File: src/rtl/riscv_test_monitor.sv
// Test-completion monitor: snoops register-file writes to a done/result register pair
// and reports a registered pass/fail/timeout verdict plus the elapsed RUN cycle count.
module riscv_test_monitor #(
  parameter int DATA_W        = 32,
  parameter int ADDR_W        = 5,
  parameter int DONE_REG      = 26,
  parameter int PASS_REG      = 27,
  parameter int CNT_W         = 32,
  parameter int TIMEOUT       = 0,
  parameter int SETTLE_CYCLES = 2
) (
  input  logic              clk,
  input  logic              rst,
  input  logic              we_i,
  input  logic [ADDR_W-1:0] waddr_i,
  input  logic [DATA_W-1:0] wdata_i,
  input  logic              clear_i,
  output logic              busy_o,
  output logic              done_o,
  output logic              pass_o,
  output logic              fail_o,
  output logic              timeout_o,
  output logic [CNT_W-1:0]  elapsed_o
);

  localparam int SW = (SETTLE_CYCLES < 1) ? 1 : $clog2(SETTLE_CYCLES + 1);
  localparam logic [SW-1:0]     SETTLE_LD = SW'(SETTLE_CYCLES);
  localparam logic [CNT_W-1:0]  TO_LAST   = CNT_W'(TIMEOUT - 1);
  localparam logic [ADDR_W-1:0] DONE_IDX  = ADDR_W'(DONE_REG);
  localparam logic [ADDR_W-1:0] PASS_IDX  = ADDR_W'(PASS_REG);

  typedef enum logic [2:0] {S_RUN, S_SETTLE, S_PASS, S_FAIL, S_TMO} state_t;

  state_t            state_q, state_d;
  logic [CNT_W-1:0]  cnt_q, cnt_d;
  logic [SW-1:0]     settle_q, settle_d;
  logic [DATA_W-1:0] done_q, done_d;
  logic [DATA_W-1:0] result_q, result_d;
  logic              done_any, done_hit, pass_wr;

  // Index 0 is hard-wired zero in the register file, so it can never act as a monitor register.
  assign done_any = we_i && (waddr_i == DONE_IDX) && (DONE_IDX != '0);
  assign done_hit = done_any && (wdata_i == DATA_W'(1));
  assign pass_wr  = we_i && (waddr_i == PASS_IDX) && (PASS_IDX != '0);

  always_comb begin
    state_d  = state_q;
    cnt_d    = cnt_q;
    settle_d = settle_q;
    done_d   = done_q;
    result_d = result_q;
    if (clear_i) begin
      state_d  = S_RUN;
      cnt_d    = '0;
      settle_d = '0;
      done_d   = '0;
      result_d = '0;
    end else if (state_q == S_RUN || state_q == S_SETTLE) begin
      if (pass_wr)  result_d = wdata_i;
      if (done_any) done_d   = wdata_i;
      if (state_q == S_RUN) begin
        if (done_hit) begin
          state_d  = S_SETTLE;
          settle_d = SETTLE_LD;
        end else begin
          if (cnt_q != '1) cnt_d = cnt_q + 1'b1;
          if (TIMEOUT != 0 && cnt_q == TO_LAST) state_d = S_TMO;
        end
      end else begin
        // result_d already holds a same-edge PASS_REG write, so a late result still counts.
        if (settle_q == '0) state_d = (result_d == DATA_W'(1)) ? S_PASS : S_FAIL;
        else                settle_d = settle_q - 1'b1;
      end
    end
  end

  always_ff @(posedge clk or negedge rst) begin
    if (!rst) begin
      state_q  <= S_RUN;
      cnt_q    <= '0;
      settle_q <= '0;
      done_q   <= '0;
      result_q <= '0;
    end else begin
      state_q  <= state_d;
      cnt_q    <= cnt_d;
      settle_q <= settle_d;
      done_q   <= done_d;
      result_q <= result_d;
    end
  end

  // done_q is a debug shadow of the done register; nothing inside the monitor consumes it.
  logic unused_done_shadow;
  assign unused_done_shadow = ^done_q;

  assign busy_o    = (state_q == S_RUN) || (state_q == S_SETTLE);
  assign pass_o    = (state_q == S_PASS);
  assign fail_o    = (state_q == S_FAIL);
  assign timeout_o = (state_q == S_TMO);
  assign done_o    = pass_o || fail_o || timeout_o;
  assign elapsed_o = cnt_q;

endmodule
File: config.mk
export PLATFORM = sky130hd
export DESIGN_NAME = riscv_test_monitor
export DESIGN_NICKNAME = d
export VERILOG_FILES = /design/src/rtl/riscv_test_monitor.sv
export SDC_FILE = /design/constraint.sdc
export NUM_CORES = 1
export LEC_CHECK = 0
export ABC_AREA = 1
export BUFFER_PORTS_ARGS = -buffer_cell sky130_fd_sc_hd__buf_2
export CAP_MARGIN = 15
export CORE_MARGIN = 2
export CORE_UTILIZATION = 44
export CTS_BUF_LIST = sky130_fd_sc_hd__clkbuf_8
export DETAILED_ROUTE_END_ITERATION = 12
export PLACE_DENSITY = 0.68
export SETUP_SLACK_MARGIN = 0.02
export SYNTH_ARGS = -nofsm -noshare
export SYNTH_HDL_FRONTEND = slang
export SYNTH_SLANG_ARGS = --single-unit
File: constraint.sdc
create_clock -name clk -period 1.85 [get_ports clk]
set_input_delay 0.0925 -clock clk [delete_from_list [all_inputs] [get_ports clk]]
set_output_delay 0.0925 -clock clk [all_outputs]
set_load 0.005 [all_outputs]
# ---- Word level (Yosys, flattened, before mapping)
# Index checks and enable logic that the tools add are counted.
dict set report word_totals {
  regBits 69
  inputBits 41
  output_inout_bits 37
  wordCells 54
}
dict set report classes {
  n_addsub 2
  eq_ne 12
  n_mux 21
  n_reduce_logical 15
}
# op count
set ops {}
lappend ops {{2-to-1 mux 32 bit} 10}
lappend ops {{== test 32 x 1 -> 1 bit, second input constant} 2}
lappend ops {{adder 32 x 1 -> 32 bit, second input constant} 1}
lappend ops {{!= test 32 bit, second input constant} 1}
lappend ops {{2-to-1 mux 3 bit} 5}
lappend ops {{== test 5 bit, second input constant} 2}
lappend ops {{2-to-1 mux 2 bit} 5}
lappend ops {{== test 3 x 2 -> 1 bit, second input constant} 2}
lappend ops {{!= test 3 bit, second input constant} 2}
lappend ops {{AND reduction 3 bit} 2}
lappend ops {{nonzero test 2 bit} 3}
lappend ops {{AND reduction 4 bit} 1}
lappend ops {{== test 3 x 1 -> 1 bit, second input constant} 1}
lappend ops {{== test 3 bit, second input constant} 1}
lappend ops {{logical AND 1 bit} 3}
lappend ops {{zero test 3 bit} 1}
lappend ops {{logical OR 1 bit} 3}
lappend ops {{nonzero test 3 bit} 1}
lappend ops {{zero test 2 bit} 1}
lappend ops {{!= test 2 bit, second input constant} 1}
lappend ops {{subtractor 2 x 1 -> 2 bit, second input constant} 1}
lappend ops {{2-to-1 mux 1 bit} 1}

# ---- Logic depth before layout (Yosys ltp)
dict set report depth {
  ltp_word 11
  ltp_mapped 13
  depth_no_buf 12
}

# ---- Worst setup path after synthesis
# Ideal clock, no wire load.
dict set report synth_timing {
  path_kind {register to register}
  start {reg cnt_q[0] (netlist: elapsed_o[0])}
  end {reg cnt_q[26] (netlist: elapsed_o[26])}
  t_arrival_ns 1.789
  required_time_ns 1.733
  slack_ns -0.056
  path_stages_with_launch 12
  n_path_buf 1
  period_less_slack_ns 1.906
  path_cell_list {dfrtp_1 -> ha_1 -> nand2_1 -> nor2_2 -> nand2_2 -> nor2_2 -> nand2_1 -> o211ai_4 -> nand2_4 -> buf_6 -> nand2_1 -> nand2_1}
}
dict set report synth_via {
  elab_chain_len 6
  word_cells_on_any_way 9
}
# element line
set synth_rtl {}
lappend synth_rtl {{start: declaration} 35} ;# logic [CNT_W-1:0] cnt_q, cnt_d;
lappend synth_rtl {{start signal: assignment} 86} ;# cnt_q <= cnt_d;
lappend synth_rtl {{adder 32 x 1 -> 32 bit} 66} ;# if (cnt_q != '1) cnt_d = cnt_q + 1'b1;
lappend synth_rtl {{2-to-1 mux 32 bit} 66}
lappend synth_rtl {{2-to-1 mux 32 bit} 62} ;# if (done_hit) begin
lappend synth_rtl {{2-to-1 mux 32 bit} 61} ;# if (state_q == S_RUN) begin
lappend synth_rtl {{2-to-1 mux 32 bit} 58} ;# end else if (state_q == S_RUN || state_q == S_SETTLE) begin
lappend synth_rtl {{2-to-1 mux 32 bit} 52} ;# if (clear_i) begin
# Several ways; a longest one is shown, not always the timed one. The select of a mux whose other input is x is not followed.
# A chain may end at the register's enable or synchronous reset.

# ---- Worst setup path after layout
dict set report layout_timing {
  start {reg cnt_q[0] (netlist: elapsed_o[0])}
  end {reg cnt_q[0] (netlist: elapsed_o[0])}
}
# Same word-level chain as after synthesis.

==> run metrics <==
Hold Crit Class=input pin to register; xor/xnor share of the synthesized area=0.0464; worst-margin pin slew=670 ps; combinational share of power=0.085; initial antenna violation count=0; largest family of logic cells by synthesized area=simple AND/OR/NAND/NOR gates; simple-gate share of the synthesized area=0.432; WHS Path Cells=3; slowest cell delay on critical path=390 ps; max-slew violation count=0; Final period util=0.959; Max Root-Sink Buffers=2; top cells by count, synth=nand2_1 (215), nand3_1 (103), nor2_1 (97), dfrtp_1 (68), inv_1 (67); final WL=12900 um; adder-cell area share of the yosys netlist=0.00552; worst setup path class=register to register; outcome=complete, no violations; P_int=0.00238 W; Clock Latency Late Sink=370 ps; GRT Total Usage=0.235; Pre-antenna DRT Iters=5; clock root buffer=clkbuf_8; ys async rst share=1.00; vias in the first global route=4477; H-Tree Depth=3; VDD IR max=0.380 mV; count leader, synth=nand2_1; first-pass GRT wire length=21200 um; Num CTS Buffers=9; critical path's slowest cell=dfrtp_2; row count=37; number of max-cap violations=0; YS warnings=0; TNS Setup=0 ps; Synth Area in Compound Gates=0.0425; synthesized area=4530 um2; Yosys reg bits=68; Netlist cell types=27; syn_area_per_cell=6.55 um2; Reg2Reg Depth=11; layout cells sized above 1=0.229; post-synth top area share=0.375; crit-path cells=ha_4 > nand2_4 > nor2_4 > nand2_2 > nor2_4 > nand2_2 > o211ai_4 > buf_12 > nand2_8 > nand2_1 > nand2_1; fin nets=840; Bufs and invs on worst path=1; Initial Util=0.445; Critical Path AT=2030 ps; Primary FF master, synth=dfrtp_1; Post-Syn Nets=735; slew margin rel.=0.553; IO buf count=76; Clk pwr share=0.438; cells after synthesis=692; min cycle time layout=1770 ps; clk slew on worst S/H paths=70 ps; post-route ant nets=0; wire length per cell=13.8 um; Sequential Power Share=0.477; crit-path max FO=15; grt ovf=0; clk sink count=68; RePlAce Congestion=0.931; fin util=0.567; CP required=2100 ps; synth-to-layout area growth=27.5%; die area=11100 um2; area of the core=10200 um2; CP top delay family=simple AND/OR/NAND/NOR gates; sw frac=0.249; Worst Slack Setup Final=75.7 ps; Final Hold Viols=0; post-placement setup slack=-3.51 ps; startpoint types=register; register area share after synthesis=0.375; Worst Hold Slack=95.0 ps; multiplexer share of the synthesized area=0; Synth area leader=dfrtp_1; CTS tree=done; 1st-iter DRT viols=371; max frequency=564 MHz; chip height=106 um; Pleak=2.98 nW; number of synthesized flops with an enable pin=0; Crit path depth=11; DR vias/cell=5.20; final setup violation count=0; skew final=9.19 ps; via count=4881; unrepaired setup endpoints after global routing=yes; largest cells by area after synthesis=dfrtp_1 (38%), nand2_1 (18%), nand3_1 (11%); diodes inserted=0; PD cells=548 nW/um2; Die X=106 um; Sw Pwr=0.000789 W; Critical Path Sink Type=register; largest net degree at the start of global routing=69; Residual DRC=0; I/O Pins=78; dpl hpwl=8940 um
[layout by cell type, fill, tap and decap left out, types with 2 or more instances in the layout]
cell type and n:
bufinv_16 2, nor2_2 4, nand4_1 12, o21ai_0 15, nand3b_1 4, nand2_1 199, dfrtp_2 5, buf_4 43
nand2_2 15, nand3_1 103, inv_2 4, o22ai_1 13, nor3_1 15, xnor2_1 12, clkbuf_16 2, dfrtp_1 63
a21oi_1 3, nor3_2 6, xor2_1 12, buf_12 5, nor2_4 2, nand2_8 3, nor3b_1 2, nand2_4 2
inv_1 68, nor2_1 93, clkbuf_8 10, buf_2 76
[worst reg2reg max path: stages, from the launching register on]
cell and delay (ps):
dfrtp_2 390, ha_4 170, nand2_4 60, nor2_4 100, nand2_2 90, nor2_4 130
nand2_2 70, o211ai_4 170, buf_12 190, nand2_8 120, nand2_1 120, nand2_1 50
[layout make-up]
type                            instances  area, um2
Timing Repair Buffer                  127        863
Sequential cell                        68       1710
Multi-Input combinational cell        521       2560
Inverter                               70        263
Fill cell                             956       4410
Clock buffer                           10        138
Clock inverter                          6       80.1
Tap cell                              136        170
[logic make-up (layout without fill, tap and decap cells)]
group	count (synthesis)	after routing
other cells	1	1
fa+ha+maj	2	2
flops	68	68
buf+inv	105	213
compound gates	32	32
simple gates	460	462
xor+xnor	24	24
[worst paths after layout]
path | startpoint | to | slack, ps
setup / recovery | elapsed_o[0] | elapsed_o[0] | 80
hold / removal | wdata_i[0] | result_q[0] | 90
setup reg to reg | elapsed_o[0] | elapsed_o[0] | 80
hold reg to reg | settle_q[1] | settle_q[1] | 490
max in group asynchronous | rst | elapsed_o[2] | 1250
min in group asynchronous | rst | result_q[7] | 270
[power by group through the flow]
| stage | clock network [W] | registers (W) | logic [W] |
|---|---|---|---|
| after floorplan | 0 | 0.00154 | 0.000126 |
| after global placement | 0 | 0.00154 | 0.000253 |
| after detailed placement | 0 | 0.00154 | 0.000259 |
| after CTS | 0.00140 | 0.00151 | 0.000263 |
| after global routing | 0.00148 | 0.00151 | 0.000303 |
| final | 0.00139 | 0.00151 | 0.000268 |
[state kept, by name, summed over array words and instances (netlist names)]
name	flops
elapsed_o	32
result_q	32
settle_q	2
state_q	2
[stage by stage]
| step | std cells | area (um2) | total power [W] |
|---|---|---|---|
| 4_1_cts | 932 | 5540 | 0.00317 |
| 5_1_grt | 938 | 5780 | 0.00330 |
| 3_5_place_dp | 915 | 5300 | 0.00180 |
| 6_report | 938 | 5780 | 0.00317 |
| 2_1_floorplan | 692 | 4560 | 0.00167 |
| 3_3_place_gp | 915 | 5300 | 0.00179 |
[timing repair]
action	4_1_cts	5_1_grt
hold buffers	1	0
endpoints found under the setup margin	18	32
hold endpoints to repair	68	0
cloned	0	4
pin swaps	0	9
gates resized for setup	2	39
buffers inserted	0	2
[metal layers]
metal / track usage / vias up / share of wire
li1: - / 2411 / -
met1: 0.319 / 2293 / 0.45
met5: 0 / - / 0
met4: 0.0921 / 0 / 0.021
met3: 0.0346 / 22 / 0.052
met2: 0.380 / 155 / 0.48
No activity file was read; power rests on OpenSTA's default activity.
